### src/rtl/lpe_pkg.sv
// Shared types for the LinearProcessingElement column: user-flag masks,
// beat classification and the column collector FSM encoding.
package lpe_pkg;

  localparam int unsigned LPE_USER_WIDTH_DEF     = 8;
  localparam int unsigned LPE_OP1_USER_MASK_DEF  = 1 << (LPE_USER_WIDTH_DEF - 2);
  localparam int unsigned LPE_RSLT_USER_MASK_DEF = 1 << (LPE_USER_WIDTH_DEF - 1);

  typedef enum logic [1:0] {
    ST_IDLE    = 2'd0,
    ST_COLLECT = 2'd1,
    ST_ERR     = 2'd2
  } collect_state_e;

  typedef enum logic [1:0] {
    BEAT_OP1     = 2'd0,
    BEAT_RSLT    = 2'd1,
    BEAT_INVALID = 2'd2
  } beat_type_e;

  // Exactly one of the two flags must be set; anything else is malformed.
  function automatic beat_type_e classify_beat(input logic op1_hit, input logic rslt_hit);
    beat_type_e t;
    if (op1_hit && !rslt_hit)      t = BEAT_OP1;
    else if (rslt_hit && !op1_hit) t = BEAT_RSLT;
    else                           t = BEAT_INVALID;
    return t;
  endfunction

endpackage

### src/rtl/lpe_axis_skid_buffer.sv
// Two-entry registered skid buffer: one output register plus one skid register.
// Input ready depends only on local state, so no combinational ready path.
module lpe_axis_skid_buffer #(
  parameter int unsigned WIDTH = 17
) (
  input  logic             clk,
  input  logic             rst,
  input  logic [WIDTH-1:0] in_data,
  input  logic             in_valid,
  output logic             in_ready,
  output logic [WIDTH-1:0] out_data,
  output logic             out_valid,
  input  logic             out_ready
);

  logic [WIDTH-1:0] out_q;
  logic             out_valid_q;
  logic [WIDTH-1:0] skid_q;
  logic             skid_valid_q;
  logic             wr;
  logic             rd;

  // Full only when both registers hold data.
  assign in_ready  = !skid_valid_q;
  assign wr        = in_valid && in_ready;
  assign rd        = out_valid_q && out_ready;
  assign out_data  = out_q;
  assign out_valid = out_valid_q;

  always_ff @(posedge clk or negedge rst) begin
    if (!rst) begin
      out_q        <= '0;
      out_valid_q  <= 1'b0;
      skid_q       <= '0;
      skid_valid_q <= 1'b0;
    end else if (!out_valid_q || rd) begin
      // Output register is free this cycle: refill from skid first to keep order.
      if (skid_valid_q) begin
        out_q        <= skid_q;
        out_valid_q  <= 1'b1;
        skid_valid_q <= 1'b0;
      end else if (wr) begin
        out_q       <= in_data;
        out_valid_q <= 1'b1;
      end else begin
        out_valid_q <= 1'b0;
      end
    end else if (wr) begin
      skid_q       <= in_data;
      skid_valid_q <= 1'b1;
    end
  end

endmodule

### src/rtl/lpe_column_collector.sv
// Column collector: drops operator-1 beats, frames PE_NUMBER_J results per batch.
// Optional macro LPE_COLLECT_TLAST_CHECK_EN closes a frame early on a misaligned s_axis_tlast.
module lpe_column_collector
  import lpe_pkg::*;
#(
  parameter int unsigned DATA_WIDTH     = 16,
  parameter int unsigned PE_NUMBER_J    = 4,
  parameter int unsigned USER_WIDTH     = LPE_USER_WIDTH_DEF,
  parameter int unsigned OP1_USER_MASK  = 1 << (USER_WIDTH - 2),
  parameter int unsigned RSLT_USER_MASK = 1 << (USER_WIDTH - 1),
  parameter int unsigned ID_WIDTH       = 8,
  parameter int unsigned DEST_WIDTH     = 8,
  parameter int unsigned OUTPUT_ID      = 1,
  parameter int unsigned OUTPUT_DEST    = 1
) (
  input  logic                  clk,
  input  logic                  rst,
  input  logic [DATA_WIDTH-1:0] s_axis_tdata,
  input  logic                  s_axis_tvalid,
  output logic                  s_axis_tready,
  input  logic                  s_axis_tlast,
  input  logic [USER_WIDTH-1:0] s_axis_tuser,
  output logic [DATA_WIDTH-1:0] m_axis_tdata,
  output logic                  m_axis_tvalid,
  input  logic                  m_axis_tready,
  output logic                  m_axis_tlast,
  output logic [ID_WIDTH-1:0]   m_axis_tid,
  output logic [DEST_WIDTH-1:0] m_axis_tdest,
  output logic                  batch_done,
  output logic                  err_user_flag,
  output logic                  err_result_count,
  output logic [1:0]            dbg_state
);

  // Both AXI-Stream ports: a beat transfers on a rising clk edge where valid && ready;
  // m_axis_tvalid/tdata/tlast never change while valid is high and ready is low.

  localparam int unsigned RCNT_W = (PE_NUMBER_J > 1) ? $clog2(PE_NUMBER_J) : 1;
  localparam logic [USER_WIDTH-1:0] OP1_M  = OP1_USER_MASK[USER_WIDTH-1:0];
  localparam logic [USER_WIDTH-1:0] RSLT_M = RSLT_USER_MASK[USER_WIDTH-1:0];
  localparam logic [RCNT_W-1:0]     RCNT_LAST = RCNT_W'(PE_NUMBER_J - 1);

  collect_state_e    state_q, state_d;
  logic [RCNT_W-1:0] rcnt_q, rcnt_d;
  logic              run_q;
  logic              batch_done_q;
  beat_type_e        beat_type;
  logic              rslt_acc;
  logic              inv_acc;
  logic              last_flag;
  logic              tlast_mis;
  logic              close_frame;
  logic              buf_in_ready;
  logic [DATA_WIDTH:0] buf_out;

  assign m_axis_tid    = ID_WIDTH'(OUTPUT_ID);
  assign m_axis_tdest  = DEST_WIDTH'(OUTPUT_DEST);
  assign m_axis_tdata  = buf_out[DATA_WIDTH:1];
  assign m_axis_tlast  = buf_out[0];
  assign dbg_state     = state_q;
  assign batch_done    = batch_done_q;
  assign err_user_flag = (state_q == ST_ERR);

  // Operator and malformed beats are always sunk; results wait for buffer space.
  always_comb begin
    beat_type     = classify_beat(|(s_axis_tuser & OP1_M), |(s_axis_tuser & RSLT_M));
    s_axis_tready = 1'b0;
    if (run_q && (state_q != ST_ERR))
      s_axis_tready = (beat_type == BEAT_RSLT) ? buf_in_ready : 1'b1;
  end

  assign rslt_acc  = s_axis_tvalid && s_axis_tready && (beat_type == BEAT_RSLT);
  assign inv_acc   = s_axis_tvalid && s_axis_tready && (beat_type == BEAT_INVALID);
  assign last_flag = (rcnt_q == RCNT_LAST);

`ifdef LPE_COLLECT_TLAST_CHECK_EN
  logic err_rc_q;

  assign tlast_mis        = rslt_acc && (s_axis_tlast != last_flag);
  assign err_result_count = err_rc_q;

  always_ff @(posedge clk or negedge rst) begin
    if (!rst) err_rc_q <= 1'b0;
    else      err_rc_q <= tlast_mis;
  end
`else
  logic unused_tlast;

  assign unused_tlast     = s_axis_tlast;
  assign tlast_mis        = 1'b0;
  assign err_result_count = 1'b0;
`endif

  assign close_frame = last_flag || tlast_mis;

  always_comb begin
    state_d = state_q;
    rcnt_d  = rcnt_q;
    case (state_q)
      ST_ERR: begin
        state_d = ST_IDLE;
        rcnt_d  = '0;
      end
      default: begin
        if (inv_acc) begin
          state_d = ST_ERR;
          rcnt_d  = '0;
        end else if (rslt_acc) begin
          if (close_frame) begin
            state_d = ST_IDLE;
            rcnt_d  = '0;
          end else begin
            state_d = ST_COLLECT;
            rcnt_d  = rcnt_q + 1'b1;
          end
        end
      end
    endcase
  end

  always_ff @(posedge clk or negedge rst) begin
    if (!rst) begin
      state_q      <= ST_IDLE;
      rcnt_q       <= '0;
      run_q        <= 1'b0;
      batch_done_q <= 1'b0;
    end else begin
      state_q      <= state_d;
      rcnt_q       <= rcnt_d;
      run_q        <= 1'b1;
      batch_done_q <= rslt_acc && last_flag;
    end
  end

  lpe_axis_skid_buffer #(
    .WIDTH (DATA_WIDTH + 1)
  ) u_skid (
    .clk       (clk),
    .rst       (rst),
    .in_data   ({s_axis_tdata, close_frame}),
    .in_valid  (rslt_acc),
    .in_ready  (buf_in_ready),
    .out_data  (buf_out),
    .out_valid (m_axis_tvalid),
    .out_ready (m_axis_tready)
  );

endmodule
### config.mk
export PLATFORM = sky130hd
export DESIGN_NAME = lpe_column_collector
export DESIGN_NICKNAME = d
export VERILOG_FILES = /design/src/rtl/lpe_pkg.sv /design/src/rtl/lpe_axis_skid_buffer.sv /design/src/rtl/lpe_column_collector.sv
export SDC_FILE = /design/constraint.sdc
export NUM_CORES = 1
export LEC_CHECK = 0
export CAP_MARGIN = 20
export CORE_UTILIZATION = 45
export DETAILED_ROUTE_END_ITERATION = 10
export PLACE_DENSITY = 0.9
export SYNTH_ARGS = -nofsm -noshare
export SYNTH_HDL_FRONTEND = slang
export SYNTH_SLANG_ARGS = --single-unit
### constraint.sdc
create_clock -name clk -period 2.5 [get_ports clk]
set_input_delay 0.625 -clock clk [delete_from_list [all_inputs] [get_ports clk]]
set_output_delay 0.625 -clock clk [all_outputs]
set_load 0.01 [all_outputs]
==> results.toml, run 1 <==
[drt]
routedWlPerCell_um = 16.8
via_count = 1593
drt-pass1-iter-count = 4
totalWireLength_mm = 4.63
vias_per_cell = 5.77
drc = 0
ant_nets = 0
drt-initial-drc-count = 111

[power_and_ir_drop]
p_int_w = 0.00137
power_density_mw_per_mm2 = 718
pwr-share-seq_pct = 46.3
p_comb_share_pct = 26.6
p_sw_w = 0.000523
p_sw_share_pct = 27.7
p_total_w = 0.00189
vdd_ir_drop_max_v = 0.000402
p_leak_nw = 1.26
pwr-share-clk_pct = 27.1

[synthesis]
synth_xor_area_share_pct = 0
ys_ff_latch = 42
synthTopCellsByArea = "dfrtp_1, o32ai_1, mux2_4, a32oi_1, buf_4"
async_flop_share_pct = 100
yosys.area_share.simple_pct = 6.97
synth_top_area_share_pct = 50.5
synthAdderAreaFrac_pct = 1.20
synthFlopType = "dfrtp_1"
syn_area_mm2 = 0.00208
synth_top_family_by_area = "compound AO/OA/AOI/OAI gates"
avgSynthCellArea_um2 = 11.9
yosys_warnings = 0
synth_most_common_cell = "dfrtp_1"
synth-compound-area-share_pct = 17.1
yosysTopAreaCell = "dfrtp_1"
synth_cell_types = 34
netlist_top_cells_count = "dfrtp_1, inv_1, o32ai_1"
synth-edff-count = 0
synth_cells = 175
synth_seq_area_share_pct = 50.5
synth_mux_area_share_pct = 11.0

[cts]
cts_root_buf = "clkbuf_8"
cts_buffers = 5
cts_tree = "built"
ctsHoldBuffers = 0
cts_resized = 5
clk_latency_ns = 0.30
h-tree-depth = 2
cts_max_path_buffers = 2
path_clk_slew_ns = 0.08
cts_sinks = 42
post_cts_buffers = 0

[setup_path]
end_kind = "output port"
cp.required_ns = 1.88
crit_fanout = 2
critPathSlowestCell = "clkdlybuf4s50_1"
max_stage_delay_ns = 0.45
cp-start-kind = "input port"
crit_chain = "clkdlybuf4s50_1 > inv_1 > ha_1 > and2_1 > nor3b_2 > buf_2"
crit_type = "input port to output port"
crit_arrival_ns = 1.81

[floorplanning]
fp.dieW_um = 70.0
num_rows = 24
core_area_mm2 = 0.00441
die_h_um = 70.0
io_pins = 69
die_area_mm2 = 0.00490
start_util_pct = 47.2

[sta]
clock-skew-final_ns = 0.00563
fin_hold_ws_ns = 0.325
slew_headroom_pct = 57.4
rsz0062_at_grt = "false"
drv_slew = 0
tightestPinTransition_ns = 0.638
fin_crit_sh_pct = 97.2
final-setup-viol-count = 0
period_needed_ns = 2.43
finalSetupTns_ns = 0
hold_viol_final = 0
fmax_mhz = 412

[global_route]
grt_max_degree = 29
grt_pass1_vias = 1561
grt_pass1_wl_mm = 7.58
grt_use_total_pct = 20.1
grt_overflow = 0
antenna_found_initial = 0

[placed_design]
io_buffer_count = 44
dpl.cell_count = 268
gp_congestion = 0.782
dp_hpwl_mm = 3.00

[final_layout]
area_growth_pct = 26.4
drive_above_1_share_pct = 18.3
antennaDiodeCount = 0
fin_nets = 254
fin_cells = 276

[run]
drv_cap = 0

[worst_hold_path]
worstHoldPathType = "input port to async pin"

[run_status]
status = "finished, final reports clean"
-- placed cells by master, fill, tap and decap left out, drive strengths merged, types with 2 or more instances in the layout --
cell type,count
clkdlybuf4s50,42
or4,2
nand2,7
or4b,2
conb,18
a32oi,17
o32ai,18
ha,2
a21oi,2
buf,11
dfrtp,42
nand2b,2
clkbuf,8
mux2,17
inv,20
-- logic make-up (layout without fill, tap and decap cells) --
logic type	count (synthesis)	count (layout)
fa+ha+maj	2	2
simple gates	21	21
buf+inv	49	82
other cells	2	18
flops	42	42
mux	17	17
compound gates	42	42
-- layout make-up --
class                   instances  area, um^2
fillers                       377        1780
flip-flops and latches         42        1050
multi-input cells             100         828
repair buffers                 53         498
clock buffers                   8         110
inverters                      21        78.8
well taps                      52        65.1
-- worst paths after layout --
| check | depth (start not counted) | start | endpoint | slack, ns |
|---|---|---|---|---|
| setup / recovery | 6 | s_axis_tuser[6] | s_axis_tready | 0.07 |
| hold / removal | 1 | rst | u_skid.out_data[3] | 0.32 |
| setup reg to reg | 5 | dbg_state[0] | u_skid.skid_q[3] | 0.35 |
| hold reg to reg | 1 | u_skid.skid_q[6] | u_skid.skid_q[6] | 0.51 |
| max in group asynchronous | 2 | rst | u_skid.out_data[14] | 1.60 |
| min in group clk | 1 | u_skid.skid_q[6] | u_skid.skid_q[6] | 0.51 |
-- sequential cells by signal (all words and copies together) (netlist names) --
signal / flops
dbg_state: 2
rcnt_q: 2
u_skid.skid_valid_q: 1
run_q: 1
batch_done: 1
u_skid.skid_q: 17
u_skid.out_valid: 1
u_skid.out_data: 17
-- per-layer routing --
metal  global-route usage, %  part of all wire (%)
met1                    26.1                    43
met2                    31.8                    50
met3                    5.77                   5.9
met4                    8.00                   1.3
met5                       0                     0
-- worst max-delay path: cells and delay by family --
family | cells | cell delay, ns
adder cells (fa/ha/maj) | 1 | 0.21
AND/OR/NAND/NOR | 2 | 0.33
buffers and inverters | 3 | 0.64
-- power groups by stage --
stage          registers, W  clock network [W]  logic (W)
6_report           0.000874           0.000512   0.000503
2_1_floorplan      0.000915                  0   0.000214
4_1_cts            0.000875           0.000524   0.000507
3_3_place_gp       0.000886                  0   0.000489
5_1_grt            0.000890           0.000555   0.000553
3_5_place_dp       0.000886                  0   0.000505
-- metrics by stage --
| step | setup WS, ns | utilization (%) | instance area, um^2 |
|---|---|---|---|
| after floorplan | 0.195 | - | 2140 |
| final | 0.0700 | 59.6 | 2630 |
| after CTS | 0.0126 | 59.5 | 2630 |
| after global placement | -0.373 | 57.1 | 2520 |
| after detailed placement | -0.409 | 57.1 | 2520 |
| after global routing | 0.00316 | 59.6 | 2630 |
No activity file was read; power rests on OpenSTA's default activity.
==> inputs of run 2 (changes only) <==
- CTS_CLUSTER_SIZE: unset -> 12
==> results of run 2 <==
Same layout as run 1: the final DEF is identical, and so are final timing and power.
==> inputs of run 3 (changes only) <==
- CORE_MARGIN: unset -> 4
- SETUP_SLACK_MARGIN: unset -> 0.2
- SKIP_LAST_GASP: unset -> 1
==> results.toml, run 3 (synthesized netlist as in run 1, its figures left out) <==
[power_and_ir_drop]
p_int_w = 0.00128
p_sw_w = 0.000507
p_leak_nw = 1.26
pwr-share-clk_pct = 22.7
power_density_mw_per_mm2 = 685
p_comb_share_pct = 28.3
vdd_ir_drop_max_v = 0.000377
pwr-share-seq_pct = 49.0
p_sw_share_pct = 28.4

[placed_design]
dpl-instance-area_mm2 = 0.00252
io_buffer_count = 44
gp_congestion = 0.800
dpl.cell_count = 267
dp_hpwl_mm = 3.36
dp_slack_ns = -0.330

[global_route]
grt_overflow = 0
grt_use_total_pct = 17.5
grt_pass1_wl_mm = 8.24
grt_max_degree = 24
grt_pass1_vias = 1659
antenna_found_initial = 0

[run]
drv_cap = 0

[floorplanning]
core_area_mm2 = 0.00441
num_rows = 24
fp.dieW_um = 76.0
die_area_mm2 = 0.00578
die_h_um = 76.0
start_util_pct = 47.2
io_pins = 69

[cts]
cts_sinks = 42
path_clk_slew_ns = 0.07
cts_max_path_buffers = 2
clk_latency_ns = 0.29
ctsHoldBuffers = 0
h-tree-depth = 2
cts_tree = "built"
post_cts_buffers = 0
cts_root_buf = "clkbuf_8"
cts_buffers = 5

[run_status]
status = "finished, final reports clean"

[final_layout]
area_growth_pct = 25.2
fin_cells = 274
seq_area_mm2 = 0.00105
drive_above_1_share_pct = 18.0
fin_nets = 253
mostFrequentLayoutCell = "dfrtp_1"
stdcell_area_mm2 = 0.00261
multi_input_area_um2 = 846
final_cell_mix = "dfrtp_1, clkdlybuf4s50_1, inv_1, o32ai_1, conb_1"
fillCellCount = 372
antennaDiodeCount = 0

[sta]
hold_viol_final = 0
period_needed_ns = 2.21
final-setup-viol-count = 0
drv_slew = 0
fmax_mhz = 452
slew_headroom_pct = 57.2
tightestPinTransition_ns = 0.640
setup_ws_ns = 0.287
fin_crit_sh_pct = 88.5
clock-skew-final_ns = 0.00596
rsz0062_at_grt = "false"

[setup_path]
critPathSlowestCell = "or4b_2"
crit_arrival_ns = 2.42
crit_family = "simple AND/OR/NAND/NOR gates"
crit_type = "input port to flop"
crit_fanout = 7
path_buf_inv = 3
end_kind = "flop"
cp.required_ns = 2.71
max_stage_delay_ns = 0.58
cp-start-kind = "input port"
crit_chain = "dlygate4sd2_1 > inv_1 > ha_4 > buf_4 > or4b_2 > or4_1 > o211ai_1"

[drt]
dr.max_layer_used = "met4"
routedWlPerCell_um = 18.0
vias_per_cell = 5.77
wl_met3_um = 342
drt-pass1-iter-count = 4
wl_met2_mm = 2.41
drc = 0
totalWireLength_mm = 4.92
ant_nets = 0
via_count = 1580
drt-initial-drc-count = 98
met1Wirelength_mm = 2.03

[worst_hold_path]
worstHoldPathType = "input port to async pin"
-- run 3: path summary, 6_finish.rpt --
path | startpoint | endpoint | depth (start not counted) | slack, ns
min in group clk | u_skid.skid_q[8] | u_skid.skid_q[8] | 1 | 0.51
min reg2reg | u_skid.skid_q[8] | u_skid.skid_q[8] | 1 | 0.51
max | s_axis_tuser[6] | rcnt_q[0] | 7 | 0.29
max in group asynchronous | rst | dbg_state[0] | 2 | 1.55
min | rst | u_skid.out_data[7] | 1 | 0.28
max reg2reg | dbg_state[0] | u_skid.skid_q[13] | 5 | 0.41
-- run 3: per-stage QoR --
step / power, W / setup TNS, ns / utilization (%) / hold WS [ns]
2_1_floorplan: 0.00113 / 0 / - / 0.329
3_3_place_gp: 0.00137 / -2.77 / 57.0 / 0.486
3_5_place_dp: 0.00140 / -3.06 / 57.0 / 0.498
4_1_cts: 0.00180 / 0 / 59.0 / 0.284
5_1_grt: 0.00189 / 0 / 59.1 / 0.306
6_report: 0.00179 / 0 / 59.1 / 0.279
-- run 3: area by class of cell --
class / count / area share [%]
Clock buffer: 7 / 2.93
Inverter: 21 / 3.02
Multi-Input combinational cell: 100 / 32.4
Sequential cell: 42 / 40.3
Tap cell: 52 / 2.50
Timing Repair Buffer: 52 / 18.8
-- run 3: power by group through the flow --
stage | clock network (W) | registers, W | logic (W)
after global placement | 0 | 0.000882 | 0.000490
final | 0.000405 | 0.000876 | 0.000506
after CTS | 0.000417 | 0.000876 | 0.000511
after global routing | 0.000447 | 0.000892 | 0.000552
after detailed placement | 0 | 0.000888 | 0.000509
after floorplan | 0 | 0.000915 | 0.000215
-- run 3: worst register-to-register path: stages, from the launching register on --
cell	delay [ns]
dfrtp_1	0.39
nand2b_2	0.20
inv_1	0.09
buf_4	0.22
or4_4	0.71
mux2_4	0.37
-- run 3: what timing repair did --
action / 4_1_cts / 5_1_grt
pin swaps: 5 / 0
endpoints found under the setup margin: 19 / 1
gates resized for setup: 9 / 2
-- run 3: routing by layer --
metal	up-vias	track usage [%]
met2	75	27.3
met4	0	9.79
met5	-	0
met1	787	22.4
met3	11	3.90
li1	707	-
